==> src/rtl/pipe_pkg.sv <==
// Shared definitions for the pipeline control chain: depth limit, counter
// type and the helper that sizes the flush-stage index.
package pipe_pkg;

   localparam int PIPE_MAX_STAGES = 16;
   localparam int PIPE_CNT_W      = 32;

   typedef logic [PIPE_CNT_W-1:0] pipe_cnt_t;

   // Width needed to express any value 0..n, so flush_stage can name
   // "every stage" (n) as well as each individual boundary.
   function automatic int stage_idx_w(input int n);
      return $clog2(n + 1);
   endfunction

endpackage

==> src/rtl/pipe_stage_reg.sv <==
// One pipeline register: valid bit plus payload. Kill clears valid and
// wins over hold. Hold freezes both valid and payload. Otherwise the stage
// takes the incoming valid, and loads the payload only for a real
// transfer, so a bubble keeps its stale data.
module pipe_stage_reg #(
   parameter int DATA_W = 96
) (
   input  logic              clk,
   input  logic              rst_n,
   input  logic              kill_i,
   input  logic              hold_i,
   input  logic              valid_i,
   input  logic [DATA_W-1:0] data_i,
   output logic              valid_o,
   output logic [DATA_W-1:0] data_o
);

   logic              valid_q, valid_d;
   logic [DATA_W-1:0] data_q, data_d;

   // Next-state selection with priority kill > hold > advance.
   always_comb begin
      valid_d = valid_q;
      data_d  = data_q;
      if (kill_i) begin
         valid_d = 1'b0;
      end else if (!hold_i) begin
         valid_d = valid_i;
         if (valid_i) begin
            data_d = data_i;
         end
      end
   end

   // State register with asynchronous active-low clear.
   always_ff @(posedge clk or negedge rst_n) begin
      if (!rst_n) begin
         valid_q <= 1'b0;
         data_q  <= '0;
      end else begin
         valid_q <= valid_d;
         data_q  <= data_d;
      end
   end

   assign valid_o = valid_q;
   assign data_o  = data_q;

endmodule

==> src/rtl/pipe_ctrl_chain.sv <==
// N-stage in-order pipeline register chain with per-stage hold, bubble
// collapse and age-ordered flush. Stage 0 is youngest, STAGES-1 oldest.
// Optional performance counters are built when PIPE_PERF_EN is defined;
// otherwise perf_retire/perf_bubble/perf_flush are tied to zero.
module pipe_ctrl_chain
   import pipe_pkg::*;
#(
   parameter int STAGES = 5,
   parameter int DATA_W = 96,
   parameter int CNT_W  = 32,
   parameter int SW     = stage_idx_w(STAGES)
) (
   input  logic                     clk,
   input  logic                     rst,
   input  logic                     in_valid,
   input  logic [DATA_W-1:0]        in_data,
   output logic                     in_ready,
   input  logic [STAGES-1:0]        stage_hold,
   input  logic [STAGES*DATA_W-1:0] stage_nxt_data,
   input  logic                     flush_valid,
   input  logic [SW-1:0]            flush_stage,
   output logic [STAGES-1:0]        stage_valid,
   output logic [STAGES*DATA_W-1:0] stage_data,
   output logic                     out_valid,
   output logic [DATA_W-1:0]        out_data,
   input  logic                     out_ready,
   output logic [CNT_W-1:0]         perf_retire,
   output logic [CNT_W-1:0]         perf_bubble,
   output logic [CNT_W-1:0]         perf_flush
);

   logic [STAGES-1:0]        kill;
   logic [STAGES-1:0]        stall;
   logic [STAGES-2:0]        xfer;
   logic [STAGES-1:0]        valid_d;
   logic [STAGES*DATA_W-1:0] data_d;
   logic                     unusedNxt;

   // The oldest stage has no successor, so its next-data slice is ignored.
   assign unusedNxt = ^stage_nxt_data[(STAGES-1)*DATA_W +: DATA_W];

   // Kill mask, stall chain (oldest to youngest) and per-stage load values.
   // A killed stage never stalls, so older held stages stay held while the
   // younger ones are discarded; an empty stage never stalls either, which
   // lets bubbles collapse under a hold further down the chain.
   always_comb begin
      kill    = '0;
      stall   = '0;
      xfer    = '0;
      valid_d = '0;
      data_d  = '0;
      for (int i = 0; i < STAGES; i++) begin
         kill[i] = flush_valid && (flush_stage > SW'(i));
      end
      stall[STAGES-1] = stage_valid[STAGES-1] & (stage_hold[STAGES-1] | ~out_ready)
                        & ~kill[STAGES-1];
      for (int i = STAGES - 2; i >= 0; i--) begin
         stall[i] = stage_valid[i] & (stage_hold[i] | stall[i+1]) & ~kill[i];
      end
      for (int i = 0; i < STAGES - 1; i++) begin
         xfer[i] = stage_valid[i] & ~stall[i] & ~kill[i];
      end
      in_ready             = ~stall[0] & ~flush_valid;
      valid_d[0]           = in_valid & in_ready;
      data_d[0 +: DATA_W]  = in_data;
      for (int i = 1; i < STAGES; i++) begin
         valid_d[i]                 = xfer[i-1];
         data_d[i*DATA_W +: DATA_W] = stage_nxt_data[(i-1)*DATA_W +: DATA_W];
      end
   end

   for (genvar g = 0; g < STAGES; g++) begin : g_stage
      pipe_stage_reg #(
         .DATA_W (DATA_W)
      ) u_reg (
         .clk     (clk),
         .rst_n   (rst),
         .kill_i  (kill[g]),
         .hold_i  (stall[g]),
         .valid_i (valid_d[g]),
         .data_i  (data_d[g*DATA_W +: DATA_W]),
         .valid_o (stage_valid[g]),
         .data_o  (stage_data[g*DATA_W +: DATA_W])
      );
   end

   assign out_valid = stage_valid[STAGES-1] & ~stage_hold[STAGES-1] & ~kill[STAGES-1];
   assign out_data  = stage_data[(STAGES-1)*DATA_W +: DATA_W];

`ifdef PIPE_PERF_EN
   logic             retire;
   logic [CNT_W-1:0] retireCnt_q, bubbleCnt_q, flushCnt_q;

   assign retire = out_valid & out_ready;

   // Saturating event counters: retires, empty-oldest-stage cycles and
   // effective flush cycles.
   always_ff @(posedge clk or negedge rst) begin
      if (!rst) begin
         retireCnt_q <= '0;
         bubbleCnt_q <= '0;
         flushCnt_q  <= '0;
      end else begin
         if (retire && (retireCnt_q != '1)) begin
            retireCnt_q <= retireCnt_q + CNT_W'(1);
         end
         if (!stage_valid[STAGES-1] && (bubbleCnt_q != '1)) begin
            bubbleCnt_q <= bubbleCnt_q + CNT_W'(1);
         end
         if (flush_valid && (flush_stage != '0) && (flushCnt_q != '1)) begin
            flushCnt_q <= flushCnt_q + CNT_W'(1);
         end
      end
   end

   assign perf_retire = retireCnt_q;
   assign perf_bubble = bubbleCnt_q;
   assign perf_flush  = flushCnt_q;
`else
   assign perf_retire = '0;
   assign perf_bubble = '0;
   assign perf_flush  = '0;
`endif

endmodule
==> config.mk <==
export PLATFORM = sky130hd
export DESIGN_NAME = pipe_ctrl_chain
export DESIGN_NICKNAME = d
export VERILOG_FILES = /design/src/rtl/pipe_pkg.sv /design/src/rtl/pipe_stage_reg.sv /design/src/rtl/pipe_ctrl_chain.sv
export SDC_FILE = /design/constraint.sdc
export NUM_CORES = 1
export LEC_CHECK = 0
export BUFFER_PORTS_ARGS = -buffer_cell sky130_fd_sc_hd__buf_2
export CAP_MARGIN = 20
export CORE_AREA = 8 8 486 488
export DETAILED_ROUTE_END_ITERATION = 7
export DIE_AREA = 0 0 494 496
export PLACE_DENSITY = 0.3
export RECOVER_POWER = 100
export SLEW_MARGIN = 10
export SYNTH_ARGS = -nofsm -noshare
export SYNTH_HDL_FRONTEND = slang
export SYNTH_SLANG_ARGS = --single-unit
==> constraint.sdc <==
create_clock -name clk -period 2.3 [get_ports clk]
set_input_delay 0.345 -clock clk [delete_from_list [all_inputs] [get_ports clk]]
set_output_delay 0.345 -clock clk [all_outputs]
set_load 0.02 [all_outputs]
* After elaboration in Yosys (flattened, before gate mapping) *
Cells that the tools add are included.
W data, S select, Z words.

word-level totals
  input port bits = 589
  register bits = 485
  output and inout port bits = 679
  logic and storage cells = 80

operators by class
  reduce and logical (&&, ||, !) cells = 10
  eq/ne operators = 5
  magnitude comparators = 5
  bitwise gates (word level) = 40
  multiplexer cells = 10

operators with widths
  cell                  number
  $and A1 B1 Y1         22
  $reduce_and A3 Y1     5
  $not A1 Y1            13
  $mux W1               10
  $ne A2 B1 Y1 const B  5
  $gt A3 B1 Y1 const B  2
  $gt A3 B2 Y1 const B  2
  $logic_and A1 B1 Y1   5
  $or A1 B1 Y1          5
  $gt A3 B3 Y1 const B  1

* Depth between registers and ports, before layout *
Gate-level depths: netlist of the first run.

  depth in word-level cells = 21
  depth in mapped cells = 8
  gate-level depth less buffers = 5

* Hierarchy *
Synthesis of the first run repeated with hierarchy kept, for this count alone.

second synthesis, totals
  cells, all modules = 1257
  area total of the unflattened synthesis = 19710.2 sq um

modules (own cells, without submodules)
  module           cells an instance  sequential area each (sq um)  area each (sq um)  times used
  pipe_stage_reg   206                2427.3                        3612.2             5
  pipe_ctrl_chain  227                0.0                           1649.1             1

* Worst setup path after synthesis of the first run *
No wires, ideal clock.

  path type = in2reg
  start point = input stage_hold[4]
  end point = register g_stage[0].u_reg.data_q[37]
  setup time = 127 ps
  data arrival time = 1807 ps
  path buffers = 2
  path slack = 366 ps
  required time = 2173 ps
  cell stages on the path = 7
  path through = nand2b_4 > a211o_1 > a31oi_4 > o2bb2ai_4 > buf_6 > buf_6 > mux2_1

on the way
  cells in the longest elaborated chain, start to end = 19

RTL lines
  what                             line                   source
  start, declared                  pipe_ctrl_chain.sv:18  input logic [STAGES-1:0] stage_hold,
  $or A1 B1 Y1 (*)                 pipe_ctrl_chain.sv:55  stall[STAGES-1] = stage_valid[STAGES-1] & (stage_hold[STAGES-1] | ~out_ready)
  $and A1 B1 Y1 (*)                pipe_ctrl_chain.sv:55
  $and A1 B1 Y1 (*)                pipe_ctrl_chain.sv:56  & ~kill[STAGES-1];
  $or A1 B1 Y1 (*)                 pipe_ctrl_chain.sv:58  stall[i] = stage_valid[i] & (stage_hold[i] | stall[i+1]) & ~kill[i];
  $and A1 B1 Y1 (*) (2 in a row)   pipe_ctrl_chain.sv:58
  $or A1 B1 Y1 (*)                 pipe_ctrl_chain.sv:58
  $and A1 B1 Y1 (*) (2 in a row)   pipe_ctrl_chain.sv:58
  $or A1 B1 Y1 (*)                 pipe_ctrl_chain.sv:58
  $and A1 B1 Y1 (*) (2 in a row)   pipe_ctrl_chain.sv:58
  $or A1 B1 Y1 (*)                 pipe_ctrl_chain.sv:58
  $and A1 B1 Y1 (*) (2 in a row)   pipe_ctrl_chain.sv:58
  $not A1 Y1 (no line) (*)         n/a
  $and A1 B1 Y1                    pipe_ctrl_chain.sv:63  in_ready = ~stall[0] & ~flush_valid;
  $and A1 B1 Y1                    pipe_ctrl_chain.sv:64  valid_d[0] = in_valid & in_ready;
  $reduce_and A3 Y1 (no line) (*)  n/a
  end signal, assigned             pipe_stage_reg.sv:42   data_q <= data_d;
  end, declared                    pipe_stage_reg.sv:19   logic [DATA_W-1:0] data_q, data_d;

Every way passes the cells marked *; elsewhere a longest branch is shown, timed or not.
A chain may end at the register's enable or synchronous reset.

* Worst setup path after layout of the first run *
  start point = register g_stage[2].u_reg.valid_q
  end point = output in_ready

on the way
  cells in the longest elaborated chain, start to end = 10

RTL lines
  what                        line                   source
  start, declared             pipe_stage_reg.sv:18   logic valid_q, valid_d;
  start signal, assigned      pipe_stage_reg.sv:41   valid_q <= valid_d;
  $and A1 B1 Y1 (2 in a row)  pipe_ctrl_chain.sv:58
  $or A1 B1 Y1                pipe_ctrl_chain.sv:58
  $and A1 B1 Y1 (2 in a row)  pipe_ctrl_chain.sv:58
  $or A1 B1 Y1                pipe_ctrl_chain.sv:58
  $and A1 B1 Y1 (2 in a row)  pipe_ctrl_chain.sv:58
  $not A1 Y1 (no line)        n/a
  $and A1 B1 Y1               pipe_ctrl_chain.sv:63
  end, declared               pipe_ctrl_chain.sv:17  output logic in_ready,

No other way between the ends.

==> flow_summary.yaml, run 1 <==
run_status:
  status: "finished with violations"
  violations: "capacitance limit, slew limit"
synthesis:
  synthTopCellsByArea: "dfrtp_1 (61%), mux2_2 (21%), buf_4 (7.7%)"
  synth-main-ff-cell: "dfrtp_1"
  synth-compound-area-share_pct: 0.979
  muxShareOfSynthArea_pct: 28.0
  avgSynthCellArea_um2: 15.8
  synth_edf_count: 0
  yosys.area_share.simple_pct: 0.448
  synth_top_family_by_area: "multiplexers"
  synth-seq-area-share_pct: 61.3
  ys_types: 30
  synth_warnings: 0
  synth_fa_ha_area_share_pct: 0
  synthArstFlopShare_pct: 100
  synth-seq-cells: 485
  synth.largest_area_cell: "dfrtp_1"
  synthTopCellsByCount: "dfrtp_1 (485), mux2_2 (368), buf_4 (204)"
  synthXorXnorAreaFrac_pct: 0
  syn_area_um2: 19800
  syn_inst: 1256
  yosysMostFrequentCell: "dfrtp_1"
  yosysTopAreaCellShare_pct: 61.3
power_and_ir_drop:
  power.leakage_nw: 15.2
  power_mw: 38.2
  vdd_drop_max_uv: 662
  p_per_area_nw_per_um2: 1080
finish:
  area_delta_synth_final_pct: 78.5
  fill_cells: 25868
  layout-drive-gt1-share_pct: 40.2
  num-nets-final: 3419
  regArea_um2: 12100
  stdcell_count: 5940
  multiInputGateArea_um2: 6250
global_routing:
  grt_use_total_pct: 9.39
  grt_max_degree: 61
  grt-ovfl-total: 0
  grt_pass1_wl_um: 159000
  antenna_found_initial: 100
  grt_pass1_vias: 18283
worst_setup_path:
  r2r-end: "g_stage[0].u_reg.data_o[70]"
  crit_type: "reg2out"
  cp-startpoint: "g_stage[2].u_reg.valid_o"
  reg2regPathDepth: 7
  crit_end: "in_ready"
  crit_fanout: 3
  cp.arrival_ns: 1.86
  rr_startpoint: "g_stage[4].u_reg.valid_o"
  critPathLaunchType: "flop"
  endpoint_kind: "primary output"
  rrSetupSlack_ns: 0.11
  required_ns: 1.96
timing:
  setup_violations: 0
  min_period_over_period_pct: 95.8
  slew-limit-headroom_pct: -20.5
  hold_ws_ns: 0.118
  fin_crit_ns: 2.20
  report.final.hold_viol_count: 0
  slew_violations: 26
  tightestPinTransition_ns: 1.81
  rsz0062_at_grt: "yes"
  fmax_mhz: 454
  clock_skew_ns: 0.0352
route:
  viasPerCell: 2.75
  wl_per_cell_um: 20.2
  drc: 0
  finalWirelength_um: 120000
  first_pass_iters: 4
  drtIter0Drc: 473
  vias: 16322
  ant_nets: 0
die:
  initial_core_util_pct: 8.67
  pin_count: 1268
  core_um2: 229000
  die_h_um: 496
  dieArea_um2: 245000
  die_w_um: 494
  rows: 176
placed_design:
  place_congestion: 0.749
  dpl.cell_count: 5293
  portBuffers: 1075
  post-dp-hpwl_um: 100000
clock_network:
  cts_tree: "built"
  cts.sinks: 485
  clkLatencyLatePin_ns: 0.68
  clkTransAtPathRegs_ns: 0.06
  cts_buffers: 72
  clock-root-buffer: "clkbuf_16"
  h-tree-depth: 3
  clock_path_buffers: 3
job:
  maxCapViolations: 1
worst_hold_path:
  hp-class: "in2reg"
[critical path, cell delays in order, from the launching register on]
cell and delay [ns]:
dfrtp_1 0.37, and3_2 0.24, nand2_1 0.12, o21ai_4 0.21, a21oi_2 0.08, buf_6 0.14
[registers in the layout (all words and copies together) (netlist names)]
name                   cells
g_stage.u_reg.data_o     480
g_stage.u_reg.valid_o      5
[how the worst min path moves through the flow]
stage / from / to / cells past startpoint
final: stage_nxt_data[3] / g_stage[1].u_reg.data_o[3] / 2
after CTS: stage_nxt_data[3] / g_stage[1].u_reg.data_o[3] / 2
after detailed placement: rst / g_stage[0].u_reg.data_o[7] / 1
after global routing: stage_nxt_data[3] / g_stage[1].u_reg.data_o[3] / 2
after global placement: rst / g_stage[0].u_reg.data_o[7] / 1
after floorplan: rst / g_stage[0].u_reg.data_o[0] / 0
[metrics by stage]
stage                     worst slack, ns  util (%)  setup TNS [ns]  cell area (µm²)
final                              0.0972      15.5               0            35400
after global routing              -0.0130      15.5         -0.0130            35300
after CTS                         -0.0880      15.8          -0.111            36100
after detailed placement          -0.0851      12.5           -8.35            28600
after global placement            -0.0738      12.5           -6.14            28600
after floorplan                     0.366         -               0            20200
[final cells by class]
class	count	area share (%)
timing repair buffer	1653	29.9
sequential	485	34.3
inverter	2	0.0212
clock buffer	107	6.24
antenna	28	0.198
multi-input combinational	616	17.7
clock inverter	23	0.997
tap	3026	10.7
[per-layer routing]
layer / wire (µm) / up-vias / GRT usage, % / share of wire [%]
li1: - / 7276 / - / -
met1: 42900 / 7821 / 9.67 / 36
met2: 58300 / 902 / 16.3 / 49
met3: 14000 / 231 / 4.76 / 12
met4: 4390 / 92 / 3.74 / 3.7
met5: 595 / - / 0 / 0.49
[kinds of logic after synthesis]
| kind of cell | count (synthesis) |
|---|---|
| flip-flops | 485 |
| multiplexers | 480 |
| AO/OA/AOI/OAI | 22 |
| buffers and inverters | 250 |
| AND/OR/NAND/NOR | 18 |
| other | 1 |
[timing repair]
| action | 4_1_cts | 5_1_grt |
|---|---|---|
| hold buffers | 484 | 0 |
| buffers inserted | 5 | 1 |
| endpoints found under the setup margin | 1 | 1 |
| resized for setup | 7 | 2 |
| pin swaps | 4 | 1 |
| endpoints found under the hold margin | 489 | 0 |
[placed cells by master, fill, tap and decap left out, types with 23 or more instances in the layout]
cell,instances
dlygate4sd3_1,483
diode_2,28
mux2_2,368
clkbuf_16,74
buf_12,29
buf_2,534
mux2_1,72
clkbuf_1,558
buf_4,38
clkbuf_8,23
conb_1,96
dfrtp_1,485
mux2_4,40
[report_power, final]
| part | switching [mW] | internal [mW] |
|---|---|---|
| sequential | 1.82 | 11.3 |
| clock | 4.75 | 7.26 |
| combinational | 8.66 | 4.38 |
Power figures use the tool's default switching activity.
==> inputs of run 2 (changes only) <==
--- a/config.mk
+++ b/config.mk
@@ -12,6 +12,7 @@
 export DIE_AREA = 0 0 494 496
 export PLACE_DENSITY = 0.3
 export RECOVER_POWER = 100
+export REMOVE_ABC_BUFFERS = 1
 export SLEW_MARGIN = 10
 export SYNTH_ARGS = -nofsm -noshare
 export SYNTH_HDL_FRONTEND = slang
==> flow_summary.yaml, run 2 (synthesis results as in run 1) <==
worst_hold_path:
  holdCritStartpoint: "stage_nxt_data[129]"
  min_to: "g_stage[2].u_reg.data_o[33]"
  hold_path_depth: 2
  hp-class: "in2reg"
die:
  core_um2: 229000
  die_h_um: 496
  die_w_um: 494
  dieArea_um2: 245000
  rows: 176
  pin_count: 1268
  initial_core_util_pct: 8.67
global_routing:
  antenna_found_initial: 142
  grt_use_total_pct: 10.6
  grt_max_degree: 53
  grt-ovfl-total: 0
  grt_pass1_vias: 17978
  grt_pass1_wl_um: 176000
finish:
  layout-drive-gt1-share_pct: 40.6
  largest_register_ffs: 480
  layout_commonest_cell: "buf_2"
  layout_common_cells: "buf_2 (568), clkbuf_1 (531), dlygate4sd3_1 (486)"
  num-nets-final: 3399
  stdcell_count: 5943
  fill_cells: 25882
  design_area_um2: 34900
  area_delta_synth_final_pct: 76.2
  utilization_pct: 15.3
route:
  drtIter0Drc: 574
  viasPerCell: 2.78
  ant_nets: 0
  finalWirelength_um: 135000
  vias: 16503
  first_pass_iters: 6
  drc: 0
  wl_per_cell_um: 22.8
timing:
  slew-limit-headroom_pct: 18.3
  fmax_mhz: 430
  report.final.hold_viol_count: 0
  fin_crit_ns: 2.33
  setup_violations: 26
  clock_skew_ns: 0.0223
  min_period_over_period_pct: 101
  rsz0062_at_grt: "yes"
  tightestPinTransition_ns: 1.23
  setup_ws_ns: -0.0250
  slew_violations: 0
power_and_ir_drop:
  p_comb_share_pct: 36.1
  p_per_area_nw_per_um2: 1080
  p_sw_mw: 15.7
  clkPwrFrac_pct: 28.7
  p_int_mw: 22.1
  power.leakage_nw: 15.1
  power_frac_seq_pct: 35.2
  netSwitchingFraction_pct: 41.6
  vdd_drop_max_uv: 523
run_status:
  violations: "setup timing"
  status: "finished with violations"
worst_setup_path:
  cp.arrival_ns: 2.85
  r2r-end: "g_stage[0].u_reg.data_o[24]"
  critPathLaunchType: "input pin"
  crit_path_max_incr_delay_ns: 0.62
  cp_common_cell: "buf_4"
  endpoint_kind: "flop"
  path_delay_family: "buffers and inverters"
  crit_fanout: 10
  worst_path_max_delay_cell: "dlygate4sd3_1"
  crit_type: "in2reg"
  reg2regPathDepth: 7
  rr_startpoint: "g_stage[4].u_reg.valid_o"
  rrSetupSlack_ns: 0.05
  path_cells: "dlygate4sd3_1 -> nand2b_4 -> a211o_1 -> buf_4 -> buf_4 -> a31oi_4 -> o2bb2ai_4 -> buf_4 -> mux2_2"
  required_ns: 2.83
  timing.critical_path.buf_inv: 4
  cp-startpoint: "out_ready"
clock_network:
  clkTransAtPathRegs_ns: 0.05
  clkLatencyLatePin_ns: 0.66
  clock_path_buffers: 3
  cts.sinks: 485
  h-tree-depth: 3
  clock-root-buffer: "clkbuf_16"
  cts_buffers: 68
  cts_tree: "built"
placed_design:
  portBuffers: 1075
  dpl.cell_count: 5277
  dpl_cell_area_um2: 28400
  place_congestion: 0.786
  post-dp-hpwl_um: 116000
job:
  maxCapViolations: 0
## run 2: cell count changes in the layout (fill, tap and decap cells not counted), moves of 4 or more
cell | before | now
clkbuf_1 | 558 | 531
buf_12 | 29 | 18
buf_4 | 38 | 29
clkbuf_16 | 74 | 70
clkbuf_8 | 23 | 13
buf_2 | 534 | 568
diode_2 | 28 | 59
mux2_4 | 40 | 44
## run 2: how the worst max path moves through the flow
stage,to,slack (ns),depth (start not counted)
after floorplan,g_stage[2].u_reg.data_o[0],-3.10,5
after global placement,g_stage[0].u_reg.data_o[72],-0.03,7
after detailed placement,g_stage[0].u_reg.data_o[24],-0.05,7
after CTS,in_ready,-0.07,5
after global routing,in_ready,-0.09,5
final,g_stage[0].u_reg.data_o[24],-0.03,9
## run 2: timing repair
action | CTS | global route
resized for setup | 7 | 5
hold buffers | 486 | 0
buffers inserted | 2 | 2
endpoints found under the setup margin | 1 | 1
endpoints found under the hold margin | 794 | 0
pin swaps | 4 | 4
## run 2: worst register-to-register path, cell delays in order (launching register included)
cell,delay [ns]
dfrtp_1,0.38
a211o_1,0.29
buf_4,0.14
buf_4,0.13
a31oi_4,0.19
o2bb2ai_4,0.33
buf_4,0.30
mux2_2,0.35
## run 2: layout make-up
class                   count  area, µm²  area share (%)
multi-input cells         616       6250            17.9
clock buffers              96       1980            5.67
clock inverters            22        267           0.763
flip-flops and latches    485      12100            34.8
diodes                     59        148           0.423
inverters                   2       7.51          0.0215
repair buffers           1637      10300            29.6
well taps                3026       3790            10.8
## run 2: power by group through the flow
stage / Clock (mW) / Sequential [mW] / Combinational (mW)
final: 10.8 / 13.3 / 13.6
after global routing: 11.7 / 13.7 / 14.5
after CTS: 11.4 / 13.3 / 15.0
after detailed placement: 0 / 13.4 / 14.2
after global placement: 0 / 13.3 / 14.2
after floorplan: 0 / 16.9 / 2.80
## run 2: metrics by stage
step / total power, mW / TNS (ns) / hold WS [ns] / setup WS, ns
2_1_floorplan: 19.7 / -939.72 / 0.0494 / -3.10
3_5_place_dp: 27.5 / -0.893 / 0.324 / -0.0455
5_1_grt: 39.9 / -1.46 / 0.0774 / -0.0868
4_1_cts: 39.7 / -0.0717 / 0.0478 / -0.0717
3_3_place_gp: 27.5 / -0.653 / 0.323 / -0.0293
6_report: 37.8 / -0.244 / 0.0913 / -0.0250
## run 2: routing by layer
layer  track usage [%]  wire, µm  vias to the layer above
met4              2.62      3110                       88
met2              17.2     62100                      940
met1              12.5     54000                     7974
met5                 0       553                        -
li1                  -         -                     7279
met3              5.17     15700                      222
==> inputs of run 3 (changes only) <==
--- a/config.mk
+++ b/config.mk
@@ -7,9 +7,9 @@
 export LEC_CHECK = 0
 export BUFFER_PORTS_ARGS = -buffer_cell sky130_fd_sc_hd__buf_2
 export CAP_MARGIN = 20
-export CORE_AREA = 8 8 486 488
+export CORE_AREA = 8 8 484 486
 export DETAILED_ROUTE_END_ITERATION = 7
-export DIE_AREA = 0 0 494 496
+export DIE_AREA = 0 0 492 494
 export PLACE_DENSITY = 0.3
 export RECOVER_POWER = 100
 export REMOVE_ABC_BUFFERS = 1
==> constraint.sdc (replaced) <==
create_clock -name clk -period 2.7 [get_ports clk]
set_input_delay 0.405 -clock clk [delete_from_list [all_inputs] [get_ports clk]]
set_output_delay 0.405 -clock clk [all_outputs]
set_load 0.02 [all_outputs]
==> flow_summary.yaml, run 3 (synthesis results as in run 1) <==
die:
  rows: 175
  pin_count: 1268
  dieArea_um2: 243000
  die_h_um: 494
  die_w_um: 492
  core_um2: 226000
  initial_core_util_pct: 8.75
finish:
  stdcell_count: 5861
  num-nets-final: 3364
  design_area_um2: 34100
  utilization_pct: 15.1
  layout_common_cells: "clkbuf_1 (614), buf_2 (492), dfrtp_1 (485)"
  regArea_um2: 12100
  area_delta_synth_final_pct: 72.4
  fill_cells: 25678
  multiInputGateArea_um2: 6080
  largest_register_ffs: 480
  layout-drive-gt1-share_pct: 36.0
  layout_commonest_cell: "clkbuf_1"
timing:
  clock_skew_ns: 0.0468
  report.final.hold_viol_count: 0
  tightestPinTransition_ns: 1.40
  fmax_mhz: 393
  slew-limit-headroom_pct: 6.75
  rsz0062_at_grt: "no"
  fin_crit_ns: 2.54
  min_period_over_period_pct: 94.2
  setup_violations: 0
  slew_violations: 0
  hold_ws_ns: 0.0658
global_routing:
  grt_max_degree: 74
  grt-ovfl-total: 0
  grt_pass1_wl_um: 173000
  grt_use_total_pct: 10.4
  antenna_found_initial: 119
  grt_pass1_vias: 18067
placed_design:
  dpl_cell_area_um2: 28200
  portBuffers: 1075
  dpl.cell_count: 5243
  post-dp-hpwl_um: 111000
  place_congestion: 0.822
clock_network:
  clkTransAtPathRegs_ns: 0.05
  h-tree-depth: 3
  clock-root-buffer: "clkbuf_16"
  clkLatencyLatePin_ns: 0.68
  clock_path_buffers: 3
  cts_buffers: 70
  cts.sinks: 485
  cts_tree: "built"
worst_setup_path:
  path_cells: "dlygate4sd3_1 -> buf_2 -> nand2b_4 -> a211o_1 -> nand2_1 -> o21ai_0 -> a21oi_1 -> clkbuf_2"
  critPathLaunchType: "input pin"
  endpoint_kind: "primary output"
  crit_type: "in2out"
  crit_cells: 8
  reg2regPathDepth: 6
  worst_path_max_delay_cell: "dlygate4sd3_1"
  path_delay_family: "buffers and inverters"
  required_ns: 2.30
  timing.critical_path.buf_inv: 3
  crit_path_max_incr_delay_ns: 0.53
  crit_fanout: 5
  cp.arrival_ns: 2.14
worst_hold_path:
  hp-class: "in2reg"
  hold_path_depth: 2
route:
  vias: 16296
  wl_per_cell_um: 22.3
  drc: 0
  drtIter0Drc: 629
  ant_nets: 0
  viasPerCell: 2.78
  first_pass_iters: 4
  finalWirelength_um: 131000
power_and_ir_drop:
  vdd_drop_max_uv: 535
  power.leakage_nw: 14.5
  power_mw: 31.8
  p_per_area_nw_per_um2: 932
run_status:
  status: "finished, final reports clean"
job:
  maxCapViolations: 0
[run 3: changes by cell type in the layout (fill, tap and decap cells not counted), moves of 21 or more]
cell / delta
buf_4: -21
mux2_4: -35
buf_2: -76
mux2_1: +33
diode_2: -27
clkbuf_1: +83
[run 3: timing repair]
item | in CTS | in global routing
hold endpoints to repair | 567 | 0
gates resized for setup | 0 | 1
setup endpoints to repair | 0 | 1
hold buffers | 469 | 0
setup buffers | 0 | 0
[run 3: where the power goes]
group | switching [mW] | internal, mW
Sequential | 1.73 | 9.61
Combinational | 7.61 | 3.47
Clock | 3.86 | 5.56
[run 3: worst paths after layout]
kind | start | to | slack (ns)
hold / removal | stage_nxt_data[4] | g_stage[1].u_reg.data_o[4] | 0.07
min in group asynchronous | rst | g_stage[4].u_reg.data_o[85] | 0.60
setup / recovery | out_ready | in_ready | 0.16
setup reg to reg | g_stage[4].u_reg.valid_o | g_stage[2].u_reg.data_o[34] | 0.19
max in group asynchronous | rst | g_stage[0].u_reg.data_o[44] | 0.27
hold reg to reg | g_stage[0].u_reg.data_o[62] | g_stage[0].u_reg.data_o[62] | 0.48
[run 3: layer usage]
layer  track usage [%]  wire, µm  vias up
met5                 0       426        -
met4              2.55      2560       64
met3              5.19     15200      174
met2              17.0     60400      971
met1              12.2     52300     7891
li1                  -         -     7196
[run 3: layout make-up]
| class | count | share of cell area [%] |
|---|---|---|
| sequential | 485 | 35.5 |
| timing repair buffer | 1600 | 28.6 |
| multi-input combinational | 616 | 17.8 |
| tap | 3009 | 11.0 |
| clock buffer | 100 | 5.84 |
| clock inverter | 17 | 0.898 |
| antenna | 32 | 0.234 |
| inverter | 2 | 0.0220 |
[run 3: through the flow]
| step | worst slack [ns] | setup TNS [ns] |
|---|---|---|
| finish | 0.158 | 0 |
| global route | 0.0133 | 0 |
| CTS | 0.0359 | 0 |
| detailed placement | 0.121 | 0 |
| global placement | 0.131 | 0 |
| floorplan | -2.76 | -764.12 |
